File: src/rtl/uart_rx_pkg.sv
// uart_rx_pkg: shared definitions for the UART receive device.
//   - rd register field positions
//   - command word bit positions
//   - receiver FSM state encoding
package uart_rx_pkg;

    // rd register layout
    localparam int DATA_LSB  = 0;
    localparam int VALID_BIT = 8;
    localparam int OVR_BIT   = 9;
    localparam int FERR_BIT  = 10;
    localparam int COUNT_LSB = 16;
    localparam int COUNT_W   = 5;

    // command word bits
    localparam int CMD_POP      = 0;
    localparam int CMD_CLR_OVR  = 1;
    localparam int CMD_CLR_FERR = 2;

    typedef enum logic [2:0] {
        IDLE,
        START,
        DATA,
        STOP,
        WAIT_HIGH
    } rx_state_t;

endpackage

File: src/rtl/uart_rx_device_byte_fifo.sv
// byte_fifo: small byte FIFO with a separate occupancy counter.
//   clk, reset_n : clock, asynchronous active-low reset (pointers/count only)
//   push, din    : write request and byte; dropped when full unless a pop
//                  happens in the same cycle
//   pop          : read request; ignored when empty
//   head         : byte at the read pointer (undefined when empty)
//   count        : number of stored bytes, 0..DEPTH
//   empty, full  : occupancy status
module byte_fifo #(
    parameter int DEPTH = 4
) (
    input  logic                     clk,
    input  logic                     reset_n,
    input  logic                     push,
    input  logic                     pop,
    input  logic [7:0]               din,
    output logic [7:0]               head,
    output logic [$clog2(DEPTH):0]   count,
    output logic                     empty,
    output logic                     full
);

    localparam int PW = $clog2(DEPTH);

    logic [7:0]    mem [DEPTH];
    logic [PW-1:0] wptr;
    logic [PW-1:0] rptr;
    logic          do_push;
    logic          do_pop;

    assign empty   = (count == '0);
    assign full    = (count == (PW+1)'(DEPTH));
    // A pop in the same cycle frees the slot, so a push into a full FIFO
    // still succeeds then.
    assign do_pop  = pop & ~empty;
    assign do_push = push & (~full | do_pop);
    assign head    = mem[rptr];

    always_ff @(posedge clk or negedge reset_n) begin
        if (!reset_n) begin
            wptr  <= '0;
            rptr  <= '0;
            count <= '0;
        end else begin
            if (do_push) wptr <= wptr + 1'b1;
            if (do_pop)  rptr <= rptr + 1'b1;
            if (do_push && !do_pop)
                count <= count + 1'b1;
            else if (!do_push && do_pop)
                count <= count - 1'b1;
        end
    end

    // Storage carries data only; it needs no reset.
    always_ff @(posedge clk) begin
        if (do_push) mem[wptr] <= din;
    end

endmodule

File: src/rtl/uart_rx_device.sv
// uart_rx_device: memory-mapped 8N1 UART receiver with a byte FIFO.
//   clk, reset_n : system clock, asynchronous active-low reset
//   we, wd       : command write; wd[0] pop head, wd[1] clear overrun,
//                  wd[2] clear framing error
//   rd           : {11'b0, count[4:0], 5'b0, ferr, ovr, valid, head[7:0]}
//   rx           : asynchronous serial input, idle high
module uart_rx_device
    import uart_rx_pkg::*;
#(
    parameter int CLKS_PER_BIT = 434,
    parameter int FIFO_DEPTH   = 4
) (
    input  logic        clk,
    input  logic        reset_n,
    input  logic        we,
    input  logic [31:0] wd,
    output logic [31:0] rd,
    input  logic        rx
);

    localparam int CNT_W = $clog2(CLKS_PER_BIT);
    localparam int FCW   = $clog2(FIFO_DEPTH) + 1;
    localparam logic [CNT_W-1:0] LAST      = CNT_W'(CLKS_PER_BIT - 1);
    localparam logic [CNT_W-1:0] HALF_LAST = CNT_W'(CLKS_PER_BIT / 2 - 1);

    logic             rx_s1;
    logic             rx_s2;
    rx_state_t        state;
    rx_state_t        state_nxt;
    logic [CNT_W-1:0] cnt;
    logic [CNT_W-1:0] cnt_nxt;
    logic [2:0]       bit_idx;
    logic [2:0]       bit_nxt;
    logic [7:0]       shreg;
    logic             shift_en;
    logic             byte_push;
    logic             ferr_set;
    logic             ovr_set;
    logic             ovr;
    logic             ferr;
    logic             pop_req;
    logic [7:0]       fifo_head;
    logic [FCW-1:0]   fifo_count;
    logic             fifo_empty;
    logic             fifo_full;
    logic             unused_wd;

    assign unused_wd = ^wd[31:3];

    // Two-flop synchronizer; idles high so reset does not look like a start bit.
    always_ff @(posedge clk or negedge reset_n) begin
        if (!reset_n) begin
            rx_s1 <= 1'b1;
            rx_s2 <= 1'b1;
        end else begin
            rx_s1 <= rx;
            rx_s2 <= rx_s1;
        end
    end

    always_ff @(posedge clk or negedge reset_n) begin
        if (!reset_n) begin
            state   <= IDLE;
            cnt     <= '0;
            bit_idx <= '0;
        end else begin
            state   <= state_nxt;
            cnt     <= cnt_nxt;
            bit_idx <= bit_nxt;
        end
    end

    always_comb begin
        state_nxt = state;
        cnt_nxt   = cnt + 1'b1;
        bit_nxt   = bit_idx;
        shift_en  = 1'b0;
        byte_push = 1'b0;
        ferr_set  = 1'b0;
        case (state)
            IDLE: begin
                cnt_nxt = '0;
                if (!rx_s2) state_nxt = START;
            end
            START: begin
                // Half a bit after the falling edge: re-check to reject glitches.
                if (cnt == HALF_LAST) begin
                    cnt_nxt = '0;
                    if (!rx_s2) begin
                        state_nxt = DATA;
                        bit_nxt   = '0;
                    end else begin
                        state_nxt = IDLE;
                    end
                end
            end
            DATA: begin
                if (cnt == LAST) begin
                    cnt_nxt  = '0;
                    shift_en = 1'b1;
                    bit_nxt  = bit_idx + 1'b1;
                    if (bit_idx == 3'd7) state_nxt = STOP;
                end
            end
            STOP: begin
                if (cnt == LAST) begin
                    cnt_nxt = '0;
                    if (rx_s2) begin
                        byte_push = 1'b1;
                        state_nxt = IDLE;
                    end else begin
                        ferr_set  = 1'b1;
                        state_nxt = WAIT_HIGH;
                    end
                end
            end
            WAIT_HIGH: begin
                // Hold off until a line break ends before hunting for a start bit.
                cnt_nxt = '0;
                if (rx_s2) state_nxt = IDLE;
            end
            default: state_nxt = IDLE;
        endcase
    end

    // LSB arrives first, so shift in from the top.
    always_ff @(posedge clk) begin
        if (shift_en) shreg <= {rx_s2, shreg[7:1]};
    end

    assign pop_req = we & wd[CMD_POP];

    byte_fifo #(
        .DEPTH (FIFO_DEPTH)
    ) u_fifo (
        .clk     (clk),
        .reset_n (reset_n),
        .push    (byte_push),
        .pop     (pop_req),
        .din     (shreg),
        .head    (fifo_head),
        .count   (fifo_count),
        .empty   (fifo_empty),
        .full    (fifo_full)
    );

    // A full FIFO is never empty, so a pop request always frees a slot here.
    assign ovr_set = byte_push & fifo_full & ~pop_req;

    // Sticky flags: a set in the same cycle as a clear wins.
    always_ff @(posedge clk or negedge reset_n) begin
        if (!reset_n) begin
            ovr  <= 1'b0;
            ferr <= 1'b0;
        end else begin
            if (ovr_set)
                ovr <= 1'b1;
            else if (we && wd[CMD_CLR_OVR])
                ovr <= 1'b0;
            if (ferr_set)
                ferr <= 1'b1;
            else if (we && wd[CMD_CLR_FERR])
                ferr <= 1'b0;
        end
    end

    always_comb begin
        rd                        = '0;
        rd[DATA_LSB +: 8]         = fifo_empty ? 8'h00 : fifo_head;
        rd[VALID_BIT]             = ~fifo_empty;
        rd[OVR_BIT]               = ovr;
        rd[FERR_BIT]              = ferr;
        rd[COUNT_LSB +: COUNT_W]  = COUNT_W'(fifo_count);
    end

endmodule

File: config.mk
export PLATFORM = sky130hd
export DESIGN_NAME = uart_rx_device
export DESIGN_NICKNAME = d
export VERILOG_FILES = /design/src/rtl/uart_rx_pkg.sv /design/src/rtl/uart_rx_device_byte_fifo.sv /design/src/rtl/uart_rx_device.sv
export SDC_FILE = /design/constraint.sdc
export NUM_CORES = 1
export LEC_CHECK = 0
export ABC_AREA = 1
export CORE_ASPECT_RATIO = 0.6
export CORE_MARGIN = 2
export CORE_UTILIZATION = 45
export CTS_CLUSTER_DIAMETER = 120
export DETAILED_ROUTE_END_ITERATION = 8
export PLACE_DENSITY_LB_ADDON = 0.12
export SLEW_MARGIN = 20
export SYNTH_ARGS = -nofsm -noshare
export SYNTH_HDL_FRONTEND = slang
export SYNTH_HIERARCHICAL = 1
export SYNTH_SLANG_ARGS = --single-unit
File: constraint.sdc
create_clock -name clk -period 4.2 [get_ports clk]
set_clock_uncertainty 0.1 [all_clocks]
set_input_delay 0.42 -clock clk [delete_from_list [all_inputs] [get_ports clk]]
set_output_delay 0.42 -clock clk [all_outputs]
set_load 0.03 [all_outputs]
======== Word level (Yosys, flattened, before mapping) ========
Memories as Yosys holds them, arrays and structs flattened.
Cells that the tools add are included.
word-level totals
  memory bits (writable) .................. 32
  output and inout port bits .............. 32
  memories ................................ 1
  register bits ........................... 34
operators by class
  add/subtract/negate cells ............... 6
  reduce and logical (&&, ||, !) cells .... 16
  bitwise logic cells ..................... 9
  equal/unequal tests ..................... 15
  mux-type cells .......................... 33
memory list
  memory      depth  width  read ports  clocked after Yosys merged registers in  wr ports  RTL line                        text
  u_fifo.mem  4      8      1           0                                        1         uart_rx_device_byte_fifo.sv:25  logic [7:0] mem [DEPTH];
operators with widths
  cell                 count
  $mux 3               12
  $pmux 9 s3           1
  $mux 9               2
  $pmux 3 s5           1
  $mux 1               14
  $ne 2x2->1 const B   7
  $add 9x1->9 const B  1
  $eq 3x3->1 const B   3
  $eq 9x8->1 const B   1
  $eq 9x9->1 const B   1
  $mux 8               1
  $reduce_bool 2->1    4
  $add 3x1->3 const B  2
  $eq 3x2->1 const B   2
  $logic_not 3->1      2
  $pmux 3 s2           1
  $reduce_and 6->1     1
  $and 1x1->1          5
  $add 2x1->2 const B  2
  $logic_and 1x1->1    4
  $reduce_and 4->1     1
  $reduce_or 2->1      2
  $eq 3x1->1 const B   1
  $not 1->1            3
  other kinds (4)      5

======== Logic depth before layout (Yosys ltp) ========
Gate-level depths: netlist (run 1).
  word-level depth ........................ 9
  gate-level depth with buffers ........... 16
  gate-level depth less buffers ........... 16

======== Modules after synthesis ========
The synthesis (run 1) kept the hierarchy.
by module, submodules not included
  module          area each (um2)  times used  cells an instance
  byte_fifo       1697.9           1           147
  uart_rx_device  1611.5           1           193

======== Worst setup path before layout (run 1) ========
Ideal clock, no wire load.
  path type ............................... register -> register
  start ................................... register cnt[1]
  end ..................................... register u_fifo.count[2]
  period minus slack after synthesis ...... 2238 ps
  required time ........................... 3982 ps
  arrival ................................. 2020 ps
  path slack .............................. 1962 ps
  stages on the path, launching flop included .. 16
  cell sequence ........................... dfrtp_1 inv_1 ha_1 nand2_1 nor2_2 nand2_4 nor2_2 nand2_2 inv_1 ha_1 inv_1 fa_1 nand2_1 nand3_1 nand2_1 nand2_1
on the way
  longest elaborated chain between the ends .. 7
  elaborated cells on any way between the ends .. 9
  classes of those cells .................. eq/ne (1); mux (3); bitwise (1); reduce/logical (4)
RTL lines
  what                         RTL line                        text
  from (decl)                  uart_rx_device.sv:30            logic [CNT_W-1:0] cnt;
  from (signal assigned)       uart_rx_device.sv:68            cnt <= cnt_nxt;
  $eq 9x9->1 *                 uart_rx_device.sv:106           if (cnt == LAST) begin
  $mux 1 *                     uart_rx_device.sv:106
  $mux 1 *                     uart_rx_device.sv:80            case (state)
  named net byte_push          uart_rx_device.sv:36            logic byte_push;
  $and 1x1->1 *                uart_rx_device_byte_fifo.sv:36  assign do_push = push & (~full | do_pop);
  named net u_fifo.do_push     uart_rx_device_byte_fifo.sv:28  logic do_push;
  $logic_not 1->1              uart_rx_device_byte_fifo.sv:49  else if (!do_push && do_pop)
  $logic_and 1x1->1            uart_rx_device_byte_fifo.sv:49
  $reduce_bool 2->1 (no line)  -
  to (signal assigned)         uart_rx_device_byte_fifo.sv:48  count <= count + 1'b1;
  to (signal assigned)         uart_rx_device_byte_fifo.sv:50  count <= count - 1'b1;
  to (decl)                    uart_rx_device_byte_fifo.sv:18  output logic [$clog2(DEPTH):0] count,
Mark *: on every way through the listed nets, which the timed path passes. The rest lies on a longest branch.
A chain may end at the register's enable or synchronous reset.

======== Worst setup path in the final report (run 1) ========
  start ................................... register u_fifo.rptr[0]
  end ..................................... output port rd[4]
on the way
  longest elaborated chain between the ends .. 2
RTL lines
  what                    RTL line                        text
  from (decl)             uart_rx_device_byte_fifo.sv:27  logic [PW-1:0] rptr;
  from (signal assigned)  uart_rx_device_byte_fifo.sv:46  if (do_pop) rptr <= rptr + 1'b1;
  $mem_v2 4x8             -
  named net fifo_head[4]  uart_rx_device.sv:42            logic [7:0] fifo_head;
  $mux 8                  uart_rx_device.sv:169           rd[DATA_LSB +: 8] = fifo_empty ? 8'h00 : fifo_head;
  to (decl)               uart_rx_device.sv:17            output logic [31:0] rd,
The timed path passes the listed nets, and every way through them passes these cells.

==> results.txt, run 1 <==
Placer Congestion = 0.847
First-pass GRT wire length = 10.2 mm
Sequential share of the synthesized area = 56.0%
Final Power = 1.58 mW
Die ar. = 8080 um^2
CTS resizes = 0
Nets = 411
P&R area growth vs syn = 15.6%
Crit start category = register
RSZ-0062 raised after global routing = false
Crit-path max FO = 19
Critical register-to-register path startpoint = cnt[1]
Initial antenna violation count = 0
Drt pass-1 iters = 4
Critical Path RT = 3.68 ns
Initial Util = 45.9%
Crit path time final = 3.00 ns
CTS tree = built
Routed Wire Length = 6.06 mm
Global route overflow = 0
DP Cell Count = 444
CORE AREA = 7210 um^2
Register bit total from synthesis = 66
Failing checks = negative hold slack
Hold Fails Final Rpt = 21
Clk sinks = 66
Fmax = 333 MHz
Routed vias/inst = 4.70
Worst Max-Slew Pin Slew = 0.863 ns
Peak supply drop = 193 uV
Largest net degree at the start of global routing = 23
Hold-fix buffers, CTS = 0
Max cap viols = 0
Yosys warning count = 6
Synth Area per Inst = 9.73 um^2
Ports = 68
DP HPWL = 4.10 mm
Share of post-route cells with drive strength above 1 = 13.0%
Crit path arrival time = 2.48 ns
Die X = 115 um
Reg clk slew, reported paths = 0.06 ns
Residual DRC = 0
Diode count = 0
Commonest non-fill, non-tap cell in the layout = nand2_1
Leak = 1.70 nW
Num CTS Buffers = 9
Number of setup buffers added after CTS = 0
Hold WS = -0.0305 ns
Number of DRC markers in iteration 0 = 123
Post-Layout Cell Count = 460
Netlist cell types = 32
Mapped cell area = 3310 um^2
R2R Setup Slk = 1.73 ns
DR WL/cell = 13.2 um
FP Rows = 24
Fin crit share = 71.4%
Total number of vias = 2,163
Commonest cells after routing, fill and taps aside = nand2_1, nor2_1, edfxtp_1
Setup crit end kind = output pin
Pins Over Slew Limit = 0
TNS Setup = 0 ns
Status = finished with violations
ANT nets after route = 0
Worst skew pair latency = 0.33 ns
Die Ht = 70.4 um
Critical path type = reg -> out
Total GRT Usage = 17.1%
H-tree Lvls = 3
Vias in the first global route = 2,003
IO buf count = 20
Endpoints failing setup = 0
Cell Pwr Density = 412 nW/um^2
CTS root buffer = clkbuf_16
Bufs on Longest Clock Path = 2
Rel. slew slack = 42.2%
Hold Path Class = in -> async
Mapped Cells = 340
Reg2reg path depth = 15
R2r endpoint = u_fifo/count[2]
-- how the worst max path moves through the flow --
stage / depth (start not counted) / start / endpoint
global route: 7 / u_fifo/rptr[0] / rd[5]
CTS: 7 / u_fifo/rptr[0] / rd[4]
detailed placement: 7 / we / u_fifo/mem[3][5]
finish: 7 / u_fifo/rptr[0] / rd[4]
global placement: 7 / we / u_fifo/mem[3][3]
floorplan: 15 / cnt[1] / u_fifo/count[2]
-- per-stage QoR --
stage / area (um^2) / setup WS [ns] / utilization (%) / hold WS, ns
2_1_floorplan: 3370 / 1.96 / - / 0.0244
3_3_place_gp: 3490 / 1.56 / 48.4 / 0.246
3_5_place_dp: 3490 / 1.57 / 48.4 / 0.251
4_1_cts: 3830 / 1.20 / 53.1 / 0.258
5_1_grt: 3820 / 1.04 / 53.1 / 0.00168
6_report: 3820 / 1.20 / 53.1 / -0.0305
-- sequential cells by signal, indices dropped and copies added (netlist names), 2 cells and up --
signal,flops
bit_idx,3
u_fifo/rptr,2
u_fifo/count,3
u_fifo/mem,32
state,3
shreg,8
u_fifo/wptr,2
cnt,9
-- report_power, final --
group | switching (mW) | internal, mW | leakage, nW
Sequential | 0.00118 | 0.685 | 0.701
Combinational | 0.0293 | 0.00625 | 0.831
Clock | 0.275 | 0.579 | 0.167
-- final cells by class --
type | count | area, um^2
tap | 91 | 114
timing repair buffer | 21 | 203
sequential | 66 | 1850
clock inverter | 7 | 116
clock buffer | 9 | 225
multi-input combinational | 217 | 1120
fill | 637 | 3380
inverter | 49 | 196
-- cell families after synthesis --
group / Yosys count / synth area share, %
compound gates: 29 / 4.80
xor+xnor: 5 / 1.32
buf+inv: 74 / 12.2
simple gates: 154 / 21.2
fa+ha+maj: 11 / 4.39
other cells: 1 / 0.113
flops: 66 / 56.0
-- critical path, stage by stage (launching register included) --
cell and delay (ns):
dfrtp_1 0.90, nor2_1 0.11, nor2_1 0.11, o21ai_1 0.07, o21ai_1 0.09, inv_1 0.06, nor2_1 0.11, clkdlybuf4s50_1 0.69
-- per-layer routing --
layer | global-route usage (%) | vias up | routed length (um)
met5 | 0 | - | 0
met4 | 7.23 | 0 | 80
met3 | 5.30 | 9 | 408
met2 | 23.1 | 67 | 2400
met1 | 25.2 | 995 | 3170
li1 | - | 1092 | -
-- Yosys cell counts --
cell type	instances	area (um^2)
a21oi_1	2	10.0
nand2_2	6	37.5
xor2_1	3	26.3
clkbuf_1	1	3.75
o21ai_0	9	45.0
buf_8	2	30.0
nor2_1	53	199
inv_4	2	12.5
nand3b_2	1	11.3
nor3_1	2	10.0
inv_8	1	11.3
dfstp_2	2	52.6
buf_4	20	150
ha_1	10	125
nand4_1	2	12.5
buf_6	2	22.5
o21ai_1	16	80.1
edfxtp_1	40	1200
nand2_1	61	229
nor2_2	2	12.5
inv_2	7	26.3
conb_1	1	3.75
nor2_4	3	33.8
xnor2_1	2	17.5
nand2_4	4	45.0
fa_1	1	20.0
o21ai_4	1	16.3
nand3_1	18	90.1
o31ai_1	1	7.51
dfrtp_1	24	601
inv_1	39	146
nor3_2	2	20.0
(Power assumes the default switching activity.)
==> inputs of run 2 (changes only) <==
==> constraint.sdc (replaced) <==
create_clock -name clk -period 2.5 [get_ports clk]
set_clock_uncertainty 0.1 [all_clocks]
set_input_delay 0.25 -clock clk [delete_from_list [all_inputs] [get_ports clk]]
set_output_delay 0.25 -clock clk [all_outputs]
set_load 0.03 [all_outputs]
==> run 2 against run 1 <==
Against the previous run:
- first-iteration DRC count grew 13%
- global-route usage up 0.11 points
- sequential cell count did not move
- wire length fell by 0.86%
- design area is 2.7% higher
- the run now ends clean
- count of clock-buffer cells in the layout unchanged
- sequential power is 68% higher
- sequential share of layout area fell by 1.3 points
- final cell count up 2.2%
- hold slack better by 0.23 ns
- power increased by 68%
- via count grew 0.83%
- critical path type unchanged
==> results.txt, run 2 (synthesized netlist as in run 1, its figures left out) <==
Status = complete, no violations
Drt pass-1 iters = 4 (unchanged)
Total number of vias = 2,181 (+0.83%)
Global route overflow = 0 (unchanged)
Initial antenna violation count = 0 (unchanged)
Setup slack at placement = 0.104 ns (-1.47 ns)
H-tree Lvls = 3 (unchanged)
Switching part of the total power = 19.2% (-0.23 points)
Leak = 1.79 nW (+5.6%)
Pins Over Slew Limit = 0 (unchanged)
Final worst slack = 0.0925 ns (-1.11 ns)
Power Internal = 2.14 mW (+68%)
Endpoints failing setup = 0 (unchanged)
Worst skew pair latency = 0.33 ns (about the same)
Routed Wire Length = 6.00 mm (-0.86%)
Peak supply drop = 284 uV (+47%)
Finished Cell Area = 3930 um^2 (+2.7%)
Die X = 115 um (unchanged)
RSZ-0062 raised after global routing = true
Cell Area, Placed = 3560 um^2 (+2.1%)
Commonest non-fill, non-tap cell in the layout = nand2_1
Crit path arrival time = 2.06 ns (-0.42 ns)
Largest regs = u_fifo/mem x32, cnt x9, shreg x8
Number of flip-flops in the largest register = 32 (unchanged)
Commonest cells after routing, fill and taps aside = nand2_1, nor2_1, edfxtp_1
Crit start category = register
CORE AREA = 7210 um^2 (unchanged)
Bufs on Longest Clock Path = 2 (unchanged)
FP Rows = 24 (unchanged)
Hold Fails Final Rpt = 0 (-100%)
Initial Util = 45.9% (unchanged)
Reg power frac = 43.7% (+0.2 points)
Crit path from = u_fifo/count[1]
Comb power frac = 2.3% (about the same)
Share of post-route cells with drive strength above 1 = 15.0% (+2.0 points)
Routed vias/inst = 4.64 (-1.3%)
CTS tree = built
Post-Layout Cell Count = 470 (+2.2%)
Reg clk slew, reported paths = 0.05 ns (about the same)
Number of DRC markers in iteration 0 = 139 (+13%)
Crit path time final = 2.41 ns
Final Power = 2.64 mW (+68%)
Diode count = 0 (unchanged)
DR WL/cell = 12.8 um (-3.0%)
Sw Pwr = 0.506 mW (+66%)
Critical Path RT = 2.15 ns (-1.53 ns)
Die Ht = 70.4 um (unchanged)
Critical register-to-register path startpoint = cnt[1]
First-pass GRT wire length = 10.4 mm (+1.5%)
Residual DRC = 0 (unchanged)
Placer Congestion = 0.831 (-1.9%)
Largest net degree at the start of global routing = 27 (+17%)
IO buf count = 20 (unchanged)
Cell Pwr Density = 672 nW/um^2 (+63%)
Clk sinks = 66 (unchanged)
ANT nets after route = 0 (unchanged)
Max cap viols = 0 (unchanged)
DP Cell Count = 452 (+1.8%)
Vias in the first global route = 2,081 (+3.9%)
Clock power share = 54.1% (about the same)
Fin crit share = 96.3%
Hold Path Class = in -> async
Fmax = 415 MHz
Total GRT Usage = 17.2% (+0.11 points)
P&R area growth vs syn = 18.8%
Ports = 68 (unchanged)
Biggest register = u_fifo/mem
Critical path type = reg -> out
Die ar. = 8080 um^2 (unchanged)
Num CTS Buffers = 9 (unchanged)
CTS root buffer = clkbuf_16
Nets = 421 (+2.4%)
Hold-fix buffers, CTS = 0 (unchanged)
Crit-path max FO = 9 (-10)
DP HPWL = 4.18 mm (+2.0%)
Setup crit end kind = output pin
## run 2: changes by cell type in the layout (fill, tap and decap cells not counted), sizes merged
cell / before / now
dlymetal6s2s: 0 / 2
buf: 2 / 11
clkdlybuf4s50: 19 / 18
## run 2: timing repair
item,4_1_cts,5_1_grt
setup buffers,0,2
resized for setup,0,5
setup endpoints to repair,0,10
## run 2: layout make-up
| cell class | count | area [um^2] |
|---|---|---|
| clock buffers | 9 | 225 |
| clock inverters | 7 | 116 |
| fillers | 664 | 3280 |
| inverters | 49 | 199 |
| multi-input cells | 217 | 1120 |
| flip-flops and latches | 66 | 1850 |
| well taps | 91 | 114 |
| repair buffers | 31 | 300 |
## run 2: through the flow
stage	setup TNS (ns)	util (%)	hold slack, ns
6_report	0	54.5	0.196
5_1_grt	-0.233	54.5	0.236
4_1_cts	0	54.1	0.209
3_5_place_dp	0	49.4	0.250
3_3_place_gp	0	49.4	0.247
2_1_floorplan	0	-	-0.146
## run 2: critical path: stages, from the launching register on
cell and delay (ns):
dfrtp_1 0.44, nor2_1 0.16, nand2_1 0.12, inv_1 0.30
nor2_1 0.10, clkdlybuf4s50_1 0.60
## run 2: final timing paths
path	endpoint	slack, ns	depth (start not counted)
hold / removal	cnt[0]	0.20	2
max in group asynchronous	rx_s1	1.81	2
min in group clk	rx_s1	0.23	1
hold reg to reg	rx_s2	0.26	0
setup reg to reg	u_fifo/count[2]	0.22	15
setup / recovery	rd[4]	0.09	5
## run 2: power by group through the flow
stage / sequential [mW] / clock (mW) / combinational (mW)
3_5_place_dp: 1.17 / 0 / 0.0609
5_1_grt: 1.15 / 1.52 / 0.0662
2_1_floorplan: 1.17 / 0 / 0.0618
6_report: 1.15 / 1.43 / 0.0603
4_1_cts: 1.15 / 1.46 / 0.0610
3_3_place_gp: 1.17 / 0 / 0.0608
## run 2: metal layers
metal	global-route usage (%)	wire [um]
met1	25.2	3170
met2	24.1	2510
met3	6.08	262
met4	4.82	61
met5	0	0
